--- config.mk ---
export PLATFORM = sky130hd
export DESIGN_NAME = adc_spi_sampler
export DESIGN_NICKNAME = d
export VERILOG_FILES = /design/src/rtl/adc_pkg.sv /design/src/rtl/spi_clk_gen.sv /design/src/rtl/adc_spi_sampler.sv
export SDC_FILE = /design/constraint.sdc
export NUM_CORES = 1
export LEC_CHECK = 0
export CORE_MARGIN = 3
export CORE_UTILIZATION = 40
export DETAILED_ROUTE_END_ITERATION = 8
export MAX_ROUTING_LAYER = met4
export PLACE_DENSITY = 0.64
export SYNTH_ARGS = -nofsm -noshare
export SYNTH_HDL_FRONTEND = slang
export SYNTH_SLANG_ARGS = --single-unit
--- constraint.sdc ---
create_clock -name clk -period 5.5 [get_ports clk]
set_clock_uncertainty 0.2 [all_clocks]
set_input_delay 1.1 -clock clk [delete_from_list [all_inputs] [get_ports clk]]
set_output_delay 1.1 -clock clk [all_outputs]
set_load 0.03 [all_outputs]
--- src/rtl/adc_pkg.sv ---
// Shared definitions for the serial ADC sampler.
// Contents: FSM state encoding, default sample width, frame-length helper.
package adc_pkg;

   localparam int unsigned ADC_DATA_WIDTH = 8;

   typedef enum logic [1:0] {
      ST_IDLE  = 2'd0,
      ST_SETUP = 2'd1,
      ST_SHIFT = 2'd2,
      ST_DONE  = 2'd3
   } adc_state_t;

   // Clock cycles from chip-select fall to chip-select rise for one frame.
   function automatic int unsigned frame_cycles(input int unsigned sclk_div,
                                                input int unsigned frame_bits);
      return 1 + sclk_div + 2 * sclk_div * frame_bits;
   endfunction

endpackage

--- src/rtl/spi_clk_gen.sv ---
// Serial clock divider for the ADC link.
// Ports:
//   i_clk, i_rst   system clock, async active-high reset
//   i_en           run the divider (SETUP/SHIFT); low forces sclk low and clears the count
//   i_hold         frame finished: suppress the next low->high toggle
//   o_sclk         serial clock, idle low, half-period SCLK_DIV cycles
//   o_rise_tick    high in the first cycle sclk is high
//   o_fall_tick    high in the first cycle sclk is low again
//   o_wrap_c       combinational: a half-period ends at this clock edge
module spi_clk_gen
   import adc_pkg::*;
#(
   parameter int unsigned SCLK_DIV = 4
) (
   input  logic i_clk,
   input  logic i_rst,
   input  logic i_en,
   input  logic i_hold,
   output logic o_sclk,
   output logic o_rise_tick,
   output logic o_fall_tick,
   output logic o_wrap_c
);

   localparam int unsigned DIV_W = $clog2(SCLK_DIV + 1);
   localparam logic [DIV_W-1:0] DIV_LAST = DIV_W'(SCLK_DIV - 1);

   logic [DIV_W-1:0] r_div;
   logic             r_sclk;
   logic             r_rise_tick;
   logic             r_fall_tick;
   logic             w_wrap;
   logic             w_toggle;

   assign w_wrap   = i_en && (r_div == DIV_LAST);
   // The final low half-period still runs its full length but must not start a new pulse.
   assign w_toggle = w_wrap && !(i_hold && !r_sclk);

   always_ff @(posedge i_clk or posedge i_rst) begin
      if (i_rst) begin
         r_div       <= '0;
         r_sclk      <= 1'b0;
         r_rise_tick <= 1'b0;
         r_fall_tick <= 1'b0;
      end else if (!i_en) begin
         r_div       <= '0;
         r_sclk      <= 1'b0;
         r_rise_tick <= 1'b0;
         r_fall_tick <= 1'b0;
      end else begin
         r_rise_tick <= 1'b0;
         r_fall_tick <= 1'b0;
         if (w_wrap) r_div <= '0;
         else        r_div <= r_div + DIV_W'(1);
         if (w_toggle) begin
            r_sclk      <= ~r_sclk;
            r_rise_tick <= ~r_sclk;
            r_fall_tick <= r_sclk;
         end
      end
   end

   assign o_sclk      = r_sclk;
   assign o_rise_tick = r_rise_tick;
   assign o_fall_tick = r_fall_tick;
   assign o_wrap_c    = w_wrap;

endmodule

--- src/rtl/adc_spi_sampler.sv ---
// Periodic sampler for an 8-bit serial ADC feeding the moving-average filter.
// Ports:
//   clk, reset     system clock, async active-high reset
//   enable_i       allows new conversions to start
//   ready_i        downstream accepts a strobe this cycle
//   clear_ovr_i    clears overrun_o (wins over a simultaneous drop)
//   miso_i         ADC serial data
//   cs_n_o, sclk_o ADC chip select (active low) and serial clock (idle low)
//   data_o         last accepted sample, strobe_o one-cycle valid pulse
//   busy_o         frame in progress, overrun_o sticky dropped-sample flag
module adc_spi_sampler
   import adc_pkg::*;
#(
   parameter int unsigned DATA_WIDTH    = ADC_DATA_WIDTH,
   parameter int unsigned FRAME_BITS    = 16,
   parameter int unsigned LEAD_BITS     = 3,
   parameter int unsigned SCLK_DIV      = 4,
   parameter int unsigned SAMPLE_PERIOD = 256
) (
   input  logic                  clk,
   input  logic                  reset,
   input  logic                  enable_i,
   input  logic                  ready_i,
   input  logic                  clear_ovr_i,
   input  logic                  miso_i,
   output logic                  cs_n_o,
   output logic                  sclk_o,
   output logic [DATA_WIDTH-1:0] data_o,
   output logic                  strobe_o,
   output logic                  busy_o,
   output logic                  overrun_o
);

   localparam int unsigned BIT_W = $clog2(FRAME_BITS + 1);
   localparam int unsigned TMR_W = $clog2(SAMPLE_PERIOD);
   localparam logic [BIT_W-1:0] BIT_FULL   = BIT_W'(FRAME_BITS);
   localparam logic [BIT_W-1:0] BIT_LAST   = BIT_W'(FRAME_BITS - 1);
   localparam logic [BIT_W-1:0] DATA_FIRST = BIT_W'(LEAD_BITS);
   localparam logic [BIT_W-1:0] DATA_LAST  = BIT_W'(LEAD_BITS + DATA_WIDTH - 1);
   localparam logic [TMR_W-1:0] TMR_LAST   = TMR_W'(SAMPLE_PERIOD - 1);

   if (DATA_WIDTH == 0) begin : g_bad_width
      $error("adc_spi_sampler: DATA_WIDTH must be at least 1");
   end
   if (LEAD_BITS + DATA_WIDTH > FRAME_BITS) begin : g_bad_frame
      $error("adc_spi_sampler: LEAD_BITS + DATA_WIDTH exceeds FRAME_BITS");
   end
   if (SCLK_DIV == 0) begin : g_bad_div
      $error("adc_spi_sampler: SCLK_DIV must be at least 1");
   end
   if (SAMPLE_PERIOD < 2) begin : g_bad_period
      $error("adc_spi_sampler: SAMPLE_PERIOD must be at least 2");
   end

   adc_state_t            r_state;
   logic [TMR_W-1:0]      r_timer;
   logic                  r_pending;
   logic [BIT_W-1:0]      r_bit;
   logic [DATA_WIDTH-1:0] r_shift;
   logic [DATA_WIDTH-1:0] r_data;
   logic                  r_cs_n;
   logic                  r_strobe;
   logic                  r_busy;
   logic                  r_ovr;

   logic w_clk_en;
   logic w_sclk;
   logic w_rise_tick;
   logic w_fall_tick;
   logic w_wrap;
   logic w_final;
   logic w_start;
   logic w_tmr_wrap;

   assign w_clk_en   = (r_state == ST_SETUP) || (r_state == ST_SHIFT);
   assign w_start    = (r_state == ST_IDLE) && r_pending && enable_i;
   assign w_tmr_wrap = enable_i && (r_timer == TMR_LAST);
   // All sclk periods have completed; the fall tick term covers SCLK_DIV=1,
   // where the last low half-period is the fall-tick cycle itself.
   assign w_final    = (r_bit == BIT_FULL) || (w_fall_tick && (r_bit == BIT_LAST));

   spi_clk_gen #(
      .SCLK_DIV (SCLK_DIV)
   ) u_clk_gen (
      .i_clk       (clk),
      .i_rst       (reset),
      .i_en        (w_clk_en),
      .i_hold      (w_final),
      .o_sclk      (w_sclk),
      .o_rise_tick (w_rise_tick),
      .o_fall_tick (w_fall_tick),
      .o_wrap_c    (w_wrap)
   );

   // Conversion period timer; wraps collapse into one pending start.
   always_ff @(posedge clk or posedge reset) begin
      if (reset) begin
         r_timer   <= '0;
         r_pending <= 1'b0;
      end else begin
         if (!enable_i || r_timer == TMR_LAST) r_timer <= '0;
         else                                  r_timer <= r_timer + TMR_W'(1);
         if (w_tmr_wrap)   r_pending <= 1'b1;
         else if (w_start) r_pending <= 1'b0;
      end
   end

   // Frame sequencing, serial capture and output registers.
   always_ff @(posedge clk or posedge reset) begin
      if (reset) begin
         r_state  <= ST_IDLE;
         r_bit    <= '0;
         r_shift  <= '0;
         r_data   <= '0;
         r_cs_n   <= 1'b1;
         r_strobe <= 1'b0;
         r_busy   <= 1'b0;
         r_ovr    <= 1'b0;
      end else begin
         r_strobe <= 1'b0;
         case (r_state)
            ST_IDLE: begin
               if (w_start) begin
                  r_state <= ST_SETUP;
                  r_cs_n  <= 1'b0;
                  r_busy  <= 1'b1;
                  r_bit   <= '0;
                  r_shift <= '0;
               end
            end
            ST_SETUP: begin
               if (w_wrap) r_state <= ST_SHIFT;
            end
            ST_SHIFT: begin
               // r_bit counts completed sclk periods, so it is the index of the bit being sampled.
               if (w_rise_tick && r_bit >= DATA_FIRST && r_bit <= DATA_LAST)
                  r_shift <= DATA_WIDTH'({r_shift, miso_i});
               if (w_fall_tick) r_bit <= r_bit + BIT_W'(1);
               if (w_wrap && w_final && !w_sclk) r_state <= ST_DONE;
            end
            ST_DONE: begin
               r_state <= ST_IDLE;
               r_cs_n  <= 1'b1;
               r_busy  <= 1'b0;
               r_bit   <= '0;
               if (ready_i) begin
                  r_data   <= r_shift;
                  r_strobe <= 1'b1;
               end else begin
                  r_ovr <= 1'b1;
               end
            end
            default: r_state <= ST_IDLE;
         endcase
         if (clear_ovr_i) r_ovr <= 1'b0;
      end
   end

   assign cs_n_o    = r_cs_n;
   assign sclk_o    = w_sclk;
   assign data_o    = r_data;
   assign strobe_o  = r_strobe;
   assign busy_o    = r_busy;
   assign overrun_o = r_ovr;

endmodule

==> out/metrics.csv, run 1 <==
metric;value;unit
min_to;u_clk_gen.r_div[0]$_DFF_PP0_;
fillers;410;
arrival;1520;ps
antenna_cells;0;
status;finished, final reports clean;
synth_top_family_by_area;compound AO/OA/AOI/OAI gates;
synthTopCellsByCount;dfrtp_1, nand2_1, a22o_1, inv_1, nor2_1;
synthTopCellsByArea;dfrtp_1, ha_1, a22o_1;
setup-tns-final;0;ps
syn_area_per_cell;11.6;sq um
synth-seq-cells;42;
numCtsBuffers;5;
grt_max_degree;43;
crit_family;buffers and inverters;
path_cells;clkdlybuf4s50_1;
syn-cell-area;0.00196;sq mm
setup_viol;0;
fin_crit;2820;ps
grt_overflow_total;0;
place_congestion;0.820;
synth_warnings;0;
wl_per_cell;14.1;um
cp-end-kind;primary output;
hold_violations;0;
drt-total-wl;3630;um
grt_pass1_vias;1375;
rsz0062_at_grt;no;
antenna_found_initial;0;
grt_pass1_wl;6270;um
synth_compound_area_frac;0.151;
synthAdderAreaFrac;0.0702;
hold_class;reg -> reg;
insertion_delay;300;ps
drtAntennaViolNets;0;
design_area;0.00232;sq mm
synth_top_area_cell;dfrtp_1;
hpwl;2590;um
r2r-start;r_state[0]$_DFFE_PP0P_;
reg2reg_depth;6;
clkSinkCount;42;
nNetsFinal;209;
whs;232;ps
cp.required;4200;ps
critPathBufInv;1;
wl_met3;122;um
cp-start-kind;flip-flop;
ff2ff_setup_slack;3310;ps
leakage;1.13;nW
placed_cell_area;0.00221;sq mm
cellPowerDensity;246;mW/mm^2
die_y;76.0;um
slew-limit-headroom;0.645;
clk_pin_slew;80;ps
ir_drop;0.000141;V
drt_pass1_iterations;4;
fmax;0.354;GHz
drtIter0Drc;55;
crit_slowest_cell;clkdlybuf4s50_1;
max_slew.worst_pin.slew;532;ps
syn_inst;169;
synth.most_common_cell;dfrtp_1;
cts_tree;done;
final_max_slew_viol_count;0;
finalPower;571;uW
clk_path_buf_depth;2;
ys.flop_type;dfrtp_1;
via_per_inst;5.10;
synth_top_area_share;0.523;
cts_htree_levels;2;
whs_path_depth;1;
synthMuxAreaShare;0.0619;
reg2reg_to;r_state[1]$_DFFE_PP0P_;
dr_wl_met2;1850;um
port_buffers;18;
die_area;0.00578;sq mm
die_width;76.0;um
synth_nets;186;
synthXorXnorAreaFrac;0.0223;
cpPeakStageDelay;680;ps
pin_count;19;
synth_edf_count;0;
hp-start;u_clk_gen.r_div[0]$_DFF_PP0_;
rows;24;
crit_path_max_fanout;3;
fin_crit_sh;0.513;
cts_resized;0;
holdBufCountCts;0;
grtUsageTotal;0.137;
drc;0;
area_delta_synth_final;18.3;%
via_count;1316;
cts_root_buf;clkbuf_8;
yosysSeqAreaShare;0.536;
layout-drive-gt1-share;0.130;
async_flop_share;1.00;
worstSetupPathType;reg -> out;
core-area;0.00453;sq mm
met1_length;1620;um
synth-simple-area-share;0.122;
cts_setup_buffers;0;
drv_cap;0;
start_util;0.433;
dr.max_layer_used;met4;
synth_cell_types;40;
-- metal layers --
layer,GRT usage,vias up
met5,-,-
met4,0.0380,0
met3,0.0366,5
met2,0.241,19
met1,0.155,656
li1,-,636
-- state kept, by name (all words and copies together) (netlist names), 2 cells and up --
| name | count |
|---|---|
| r_shift | 8 |
| r_timer | 8 |
| r_bit | 5 |
| u_clk_gen.r_div | 3 |
| r_state | 2 |
| data_o | 8 |
-- where the power goes --
| group | internal, mW | switching, mW | leakage [nW] |
|---|---|---|---|
| sequential | 0.311 | 0.00202 | 0.559 |
| combinational | 0.00585 | 0.00924 | 0.509 |
| clock | 0.136 | 0.107 | 0.0585 |
-- logic make-up (layout without fill, tap and decap cells) --
family                     after synthesis  after routing
and+or+nand+nor                         50             50
DFF                                     42             42
AOI/OAI and AO/OA                       34             34
buffers and inverters                   16             40
adders and majority gates               11             11
muxes                                   11             11
xor gates and xnor gates                 5              5
-- through the flow --
step	setup WS, ps	instances	utilization
after detailed placement	2460	250	0.487
final	2680	258	0.512
after global routing	2630	258	0.512
after global placement	2520	250	0.487
after CTS	2660	258	0.512
after floorplan	3200	169	-
-- placed cells by master, fill, tap and decap left out, types with 3 or more instances in the layout --
cell and instances:
ha_1 11, a21oi_1 4, and2_1 3, nor3_1 4
nor2_1 12, xor2_1 4, clkbuf_8 5, and3_1 4
nand2_1 15, a22o_1 13, inv_1 13, dfrtp_1 41
clkdlybuf4s50_1 18, mux2_2 9
-- how the worst max path moves through the flow --
stage,slack (ps),cells after the start,endpoint,start
6_report,2680,1,cs_n_o,cs_n_o$_DFFE_PP1P_
5_1_grt,2630,1,cs_n_o,cs_n_o$_DFFE_PP1P_
4_1_cts,2660,1,cs_n_o,cs_n_o$_DFFE_PP1P_
3_5_place_dp,2460,5,r_state[1]$_DFFE_PP0P_,enable_i
3_3_place_gp,2520,5,r_state[1]$_DFFE_PP0P_,enable_i
2_1_floorplan,3200,4,r_state[1]$_DFFE_PP0P_,enable_i
-- final cells by class --
| class | instances | area (sq um) | area share |
|---|---|---|---|
| flip-flops and latches | 42 | 1050 | 0.453 |
| multi-input cells | 111 | 838 | 0.361 |
| repair buffers | 19 | 188 | 0.0809 |
| well taps | 65 | 81.3 | 0.0350 |
| clock buffers | 5 | 68.8 | 0.0296 |
| inverters | 13 | 48.8 | 0.0210 |
| clock inverters | 3 | 43.8 | 0.0189 |
No activity file was read; power rests on OpenSTA's default activity.
==> run 2, diff against run 1 <==
Clock period 5.5 ns to 2.7 ns, I/O delays scaled along.
==> run 2 against run 1 <==
  * Routed wire length is 0.69% lower
  * Final cell count is 0.39% higher
  * Critical endpoint unchanged
  * Highest routed layer unchanged
  * Largest cell class unchanged
  * Register-to-register slack worse by 2800 ps
  * Clock-buffer cell count is 1 higher
  * Combinational power is 110% higher
  * Final area is 0.43% lower
==> out/metrics.csv, run 2 (synthesis results as in run 1) <==
metric;value;unit;change
drtAntennaViolNets;0;;unchanged
cts_root_buf;clkbuf_8;;
max_slew.worst_pin.slew;553;ps;+20.3 ps
wl_per_cell;13.9;um;-1.1%
cts_tree;done;;
cellPowerDensity;471;mW/mm^2;+91%
cts_htree_levels;2;;unchanged
fin_crit_sh;0.833;;
slew-limit-headroom;0.632;;-0.0135
area_delta_synth_final;17.8;%;
setup_viol;0;;unchanged
antenna_cells;0;;unchanged
core-area;0.00453;sq mm;unchanged
port_buffers;18;;unchanged
fillers;404;;-1.5%
drv_cap;0;;unchanged
clk_pin_slew;80;ps;about the same
die_area;0.00578;sq mm;unchanged
via_per_inst;5.12;;+0.30%
grt_max_degree;43;;unchanged
nNetsFinal;210;;+0.48%
whs;235;ps;+3.13 ps
hold_class;reg -> reg;;
pin_count;19;;unchanged
via_count;1325;;+0.68%
final_common_cell;dfrtp_1;;
holdBufCountCts;0;;unchanged
clkSinkCount;42;;unchanged
arrival;1510;ps;about the same
die_width;76.0;um;unchanged
final_max_slew_viol_count;0;;unchanged
clk_path_buf_depth;2;;unchanged
critPathBufInv;1;;unchanged
crit_path_max_fanout;3;;unchanged
fin_crit;2250;ps;
drtIter0Drc;128;;+130%
place_congestion;0.803;;-2.1%
path_cells;clkdlybuf4s50_1;;
cp-end-kind;primary output;;
setup-tns-final;0;ps;unchanged
start_util;0.433;;unchanged
cp.required;1960;ps;-2240 ps
cp-start-kind;flip-flop;;
ir_drop;0.000296;V;+110%
grt_overflow_total;0;;unchanged
numCtsBuffers;5;;unchanged
fmax;0.445;GHz;
rows;24;;unchanged
grt_pass1_wl;6450;um;+2.9%
hpwl;2570;um;-1.1%
cts_resized;0;;unchanged
leakage;1.12;nW;-0.58%
insertion_delay;290;ps;about the same
worstSetupPathType;reg -> out;;
drt-total-wl;3610;um;-0.69%
crit_family;buffers and inverters;;
drc;0;;unchanged
layout_common_cells;dfrtp_1, clkdlybuf4s50_1, nand2_1, inv_1, a22o_1;;
hold_violations;0;;unchanged
cts_setup_buffers;0;;unchanged
status;finished, final reports clean;;
antenna_found_initial;0;;unchanged
grt_pass1_vias;1418;;+3.1%
drt_pass1_iterations;4;;unchanged
layout-drive-gt1-share;0.134;;+0.00449
finalPower;1.09;mW;+91%
grtUsageTotal;0.138;;+0.000819
crit_slowest_cell;clkdlybuf4s50_1;;
cpPeakStageDelay;670;ps;about the same
die_y;76.0;um;unchanged
rsz0062_at_grt;no;;
-- run 2: changes by cell type in the layout (fill, tap and decap cells not counted) --
| cell | delta |
|---|---|
| clkinvlp_4 | +1 |
| bufinv_16 | -1 |
| clkbuf_8 | +1 |
| inv_6 | -1 |
| buf_4 | +1 |
-- run 2: routing by layer --
layer / part of all wire / GRT usage / up-vias
li1: - / - / 639
met1: 0.47 / 0.175 / 651
met2: 0.48 / 0.219 / 26
met3: 0.034 / 0.0319 / 9
met4: 0.016 / 0.0489 / 0
met5: 0 / - / -
-- run 2: through the flow --
| stage | instances | util | worst slack [ps] | instance area (sq um) |
|---|---|---|---|---|
| floorplan | 169 | - | 690 | 1960 |
| global placement | 251 | 0.489 | 385 | 2220 |
| detailed placement | 251 | 0.489 | 357 | 2220 |
| CTS | 259 | 0.510 | 432 | 2310 |
| global route | 259 | 0.510 | 391 | 2310 |
| finish | 259 | 0.510 | 451 | 2310 |
-- run 2: power breakdown --
group | leakage [nW] | internal (mW) | total, mW | switching, mW
sequential | 0.559 | 0.633 | 0.637 | 0.00399
clock | 0.0472 | 0.205 | 0.419 | 0.214
combinational | 0.514 | 0.0129 | 0.0321 | 0.0193
-- run 2: worst paths after layout --
kind                                              startpoint                            to  slack (ps)  depth (start not counted)
worst max register to register          r_bit[1]$_DFFE_PP0P_        r_state[1]$_DFFE_PP0P_         510                          6
min in group asynchronous                              reset          r_timer[2]$_DFF_PP0_         470                          3
worst min register to register  u_clk_gen.r_div[0]$_DFF_PP0_  u_clk_gen.r_div[0]$_DFF_PP0_         240                          1
worst max-delay path                      cs_n_o$_DFFE_PP1P_                        cs_n_o         450                          1
max in group asynchronous                              reset        r_shift[1]$_DFFE_PP0P_        1470                          3
worst min-delay path            u_clk_gen.r_div[0]$_DFF_PP0_  u_clk_gen.r_div[0]$_DFF_PP0_         240                          1
-- run 2: final cells by class --
class                   count  area (sq um)  share of cell area
multi-input cells         111           838               0.363
flip-flops and latches     42          1050               0.455
inverters                  13          48.8              0.0211
well taps                  65          81.3              0.0352
clock buffers               6          82.6              0.0357
clock inverters             2          12.5             0.00541
repair buffers             20           195              0.0845
==> run 3, diff against run 2 <==
Clock period 2.7 ns to 2.1 ns, I/O delays scaled along.
==> run 3 against run 2 <==
  * Global-route usage rose by 0.10 points
  * Critical path type is now reg -> reg
  * Critical path depth rose by 5
  * Largest power group unchanged
  * Sequential power rose by 29%
  * Clock power rose by 23%
  * Via count rose by 1.6%
  * Die area did not move
  * Highest routed layer unchanged
  * Non-clock buffer count rose by 10
  * Register-to-register slack got worse by 430 ps
  * First-iteration DRC count fell by 66%
  * Hold slack improved by 24 ps
==> out/metrics.csv, run 3 (synthesis results as in run 1) <==
metric;value;unit;change
ir_drop;0.000427;V;+44%
crit_path_max_fanout;3;;unchanged
place_congestion;0.813;;+1.2%
die_y;76.0;um;unchanged
clk_path_buf_depth;2;;unchanged
cts_tree;done;;
die_width;76.0;um;unchanged
whs;259;ps;+23.8 ps
crit_family;adder cells;;
core-area;0.00453;sq mm;unchanged
drc;0;;unchanged
fmax;0.496;GHz;
port_buffers;18;;unchanged
drt_pass1_iterations;4;;unchanged
hold_class;reg -> reg;;
insertion_delay;290;ps;about the same
grtUsageTotal;0.139;;+0.00104
cp.required;2080;ps;+120 ps
max_slew.worst_pin.slew;403;ps;-150 ps
fillers;408;;+0.99%
cts_htree_levels;2;;unchanged
hold_violations;0;;unchanged
cpMostUsedCell;ha_1;;
clk_pin_slew;80;ps;about the same
pin_count;19;;unchanged
wl_per_cell;13.4;um;-3.5%
grt_overflow_total;0;;unchanged
crit_slowest_cell;dfrtp_1;;
status;finished, final reports clean;;
finalPower;1.38;mW;+27%
drt-total-wl;3620;um;+0.28%
path_cells;ha_1, and3_1, ha_1, a32o_1, a22oi_2, mux2_2;;
rows;24;;unchanged
hpwl;2690;um;+4.8%
via_count;1346;;+1.6%
cp-start-kind;flip-flop;;
worstSetupPathType;reg -> reg;;
die_area;0.00578;sq mm;unchanged
grt_pass1_wl;6360;um;-1.4%
antenna_found_initial;0;;unchanged
rsz0062_at_grt;yes;;
cellPowerDensity;574;mW/mm^2;+22%
drtIter0Drc;44;;-66%
cpPeakStageDelay;400;ps;-270 ps
critPathBufInv;0;;-1
cp-end-kind;flip-flop;;
antenna_cells;0;;unchanged
setup_viol;0;;unchanged
slew-limit-headroom;0.729;;+0.0978
final_max_slew_viol_count;0;;unchanged
grt_max_degree;43;;unchanged
grt_pass1_vias;1444;;+1.8%
clkSinkCount;42;;unchanged
via_per_inst;5.00;;-2.2%
drv_cap;0;;unchanged
layout_common_cells;dfrtp_1, clkdlybuf4s50_1, nand2_1, inv_1, a22o_1;;
start_util;0.433;;unchanged
final_common_cell;dfrtp_1;;
drtAntennaViolNets;0;;unchanged
fin_crit;2020;ps;
fin_crit_sh;0.960;;
cts_root_buf;clkbuf_8;;
arrival;2000;ps;+490 ps
area_delta_synth_final;22.6;%;
nNetsFinal;220;;+4.8%
leakage;1.17;nW;+4.6%
numCtsBuffers;5;;unchanged
layout-drive-gt1-share;0.181;;+0.0474
run 3: layer usage:
metal | wire length (um) | share of wire | up-vias | GRT usage
li1 | - | - | 659 | -
met1 | 1750 | 0.48 | 661 | 0.172
met2 | 1730 | 0.48 | 20 | 0.223
met3 | 88 | 0.024 | 6 | 0.0319
met4 | 49 | 0.014 | 0 | 0.0543
met5 | 0 | 0 | - | -
run 3: path summary, 6_finish.rpt:
kind,startpoint,endpoint,slack (ps),depth (start not counted)
worst max-delay path,r_bit[0]$_DFFE_PP0P_,r_state[1]$_DFFE_PP0P_,80,6
worst min-delay path,u_clk_gen.r_div[0]$_DFF_PP0_,u_clk_gen.r_div[0]$_DFF_PP0_,260,1
worst max register to register,r_bit[0]$_DFFE_PP0P_,r_state[1]$_DFFE_PP0P_,80,6
worst min register to register,u_clk_gen.r_div[0]$_DFF_PP0_,u_clk_gen.r_div[0]$_DFF_PP0_,260,1
max in group asynchronous,reset,cs_n_o$_DFFE_PP1P_,1150,3
min in group asynchronous,reset,r_shift[7]$_DFFE_PP0P_,310,3
run 3: power breakdown:
group / internal [mW] / leakage, nW / switching [mW]
Clock: 0.234 / 0.0441 / 0.283
Sequential: 0.814 / 0.559 / 0.00497
Combinational: 0.0192 / 0.568 / 0.0255
run 3: layout make-up:
| type | count | area [sq um] | area share |
|---|---|---|---|
| inverter | 13 | 48.8 | 0.0203 |
| sequential | 42 | 1050 | 0.438 |
| timing repair buffer | 30 | 282 | 0.117 |
| tap | 65 | 81.3 | 0.0338 |
| clock buffer | 5 | 68.8 | 0.0286 |
| multi-input combinational | 111 | 851 | 0.354 |
| clock inverter | 3 | 21.3 | 0.00884 |
run 3: what timing repair did:
action / 4_1_cts / 5_1_grt
setup buffers: 0 / 1
setup endpoints to repair: 1 / 3
hold buffers: 0 / 0
resized for setup: 1 / 2
run 3: metrics by stage:
| stage | setup WS (ps) | setup TNS, ps | cells | utilization | area (sq um) |
|---|---|---|---|---|---|
| 3_3_place_gp | -40.0 | -61.0 | 260 | 0.506 | 2300 |
| 2_1_floorplan | 90.3 | 0 | 169 | - | 1960 |
| 4_1_cts | 2.45 | 0 | 268 | 0.526 | 2380 |
| 3_5_place_dp | -79.9 | -355 | 260 | 0.506 | 2300 |
| 5_1_grt | -17.1 | -21.6 | 269 | 0.530 | 2400 |
| 6_report | 83.2 | 0 | 269 | 0.530 | 2400 |
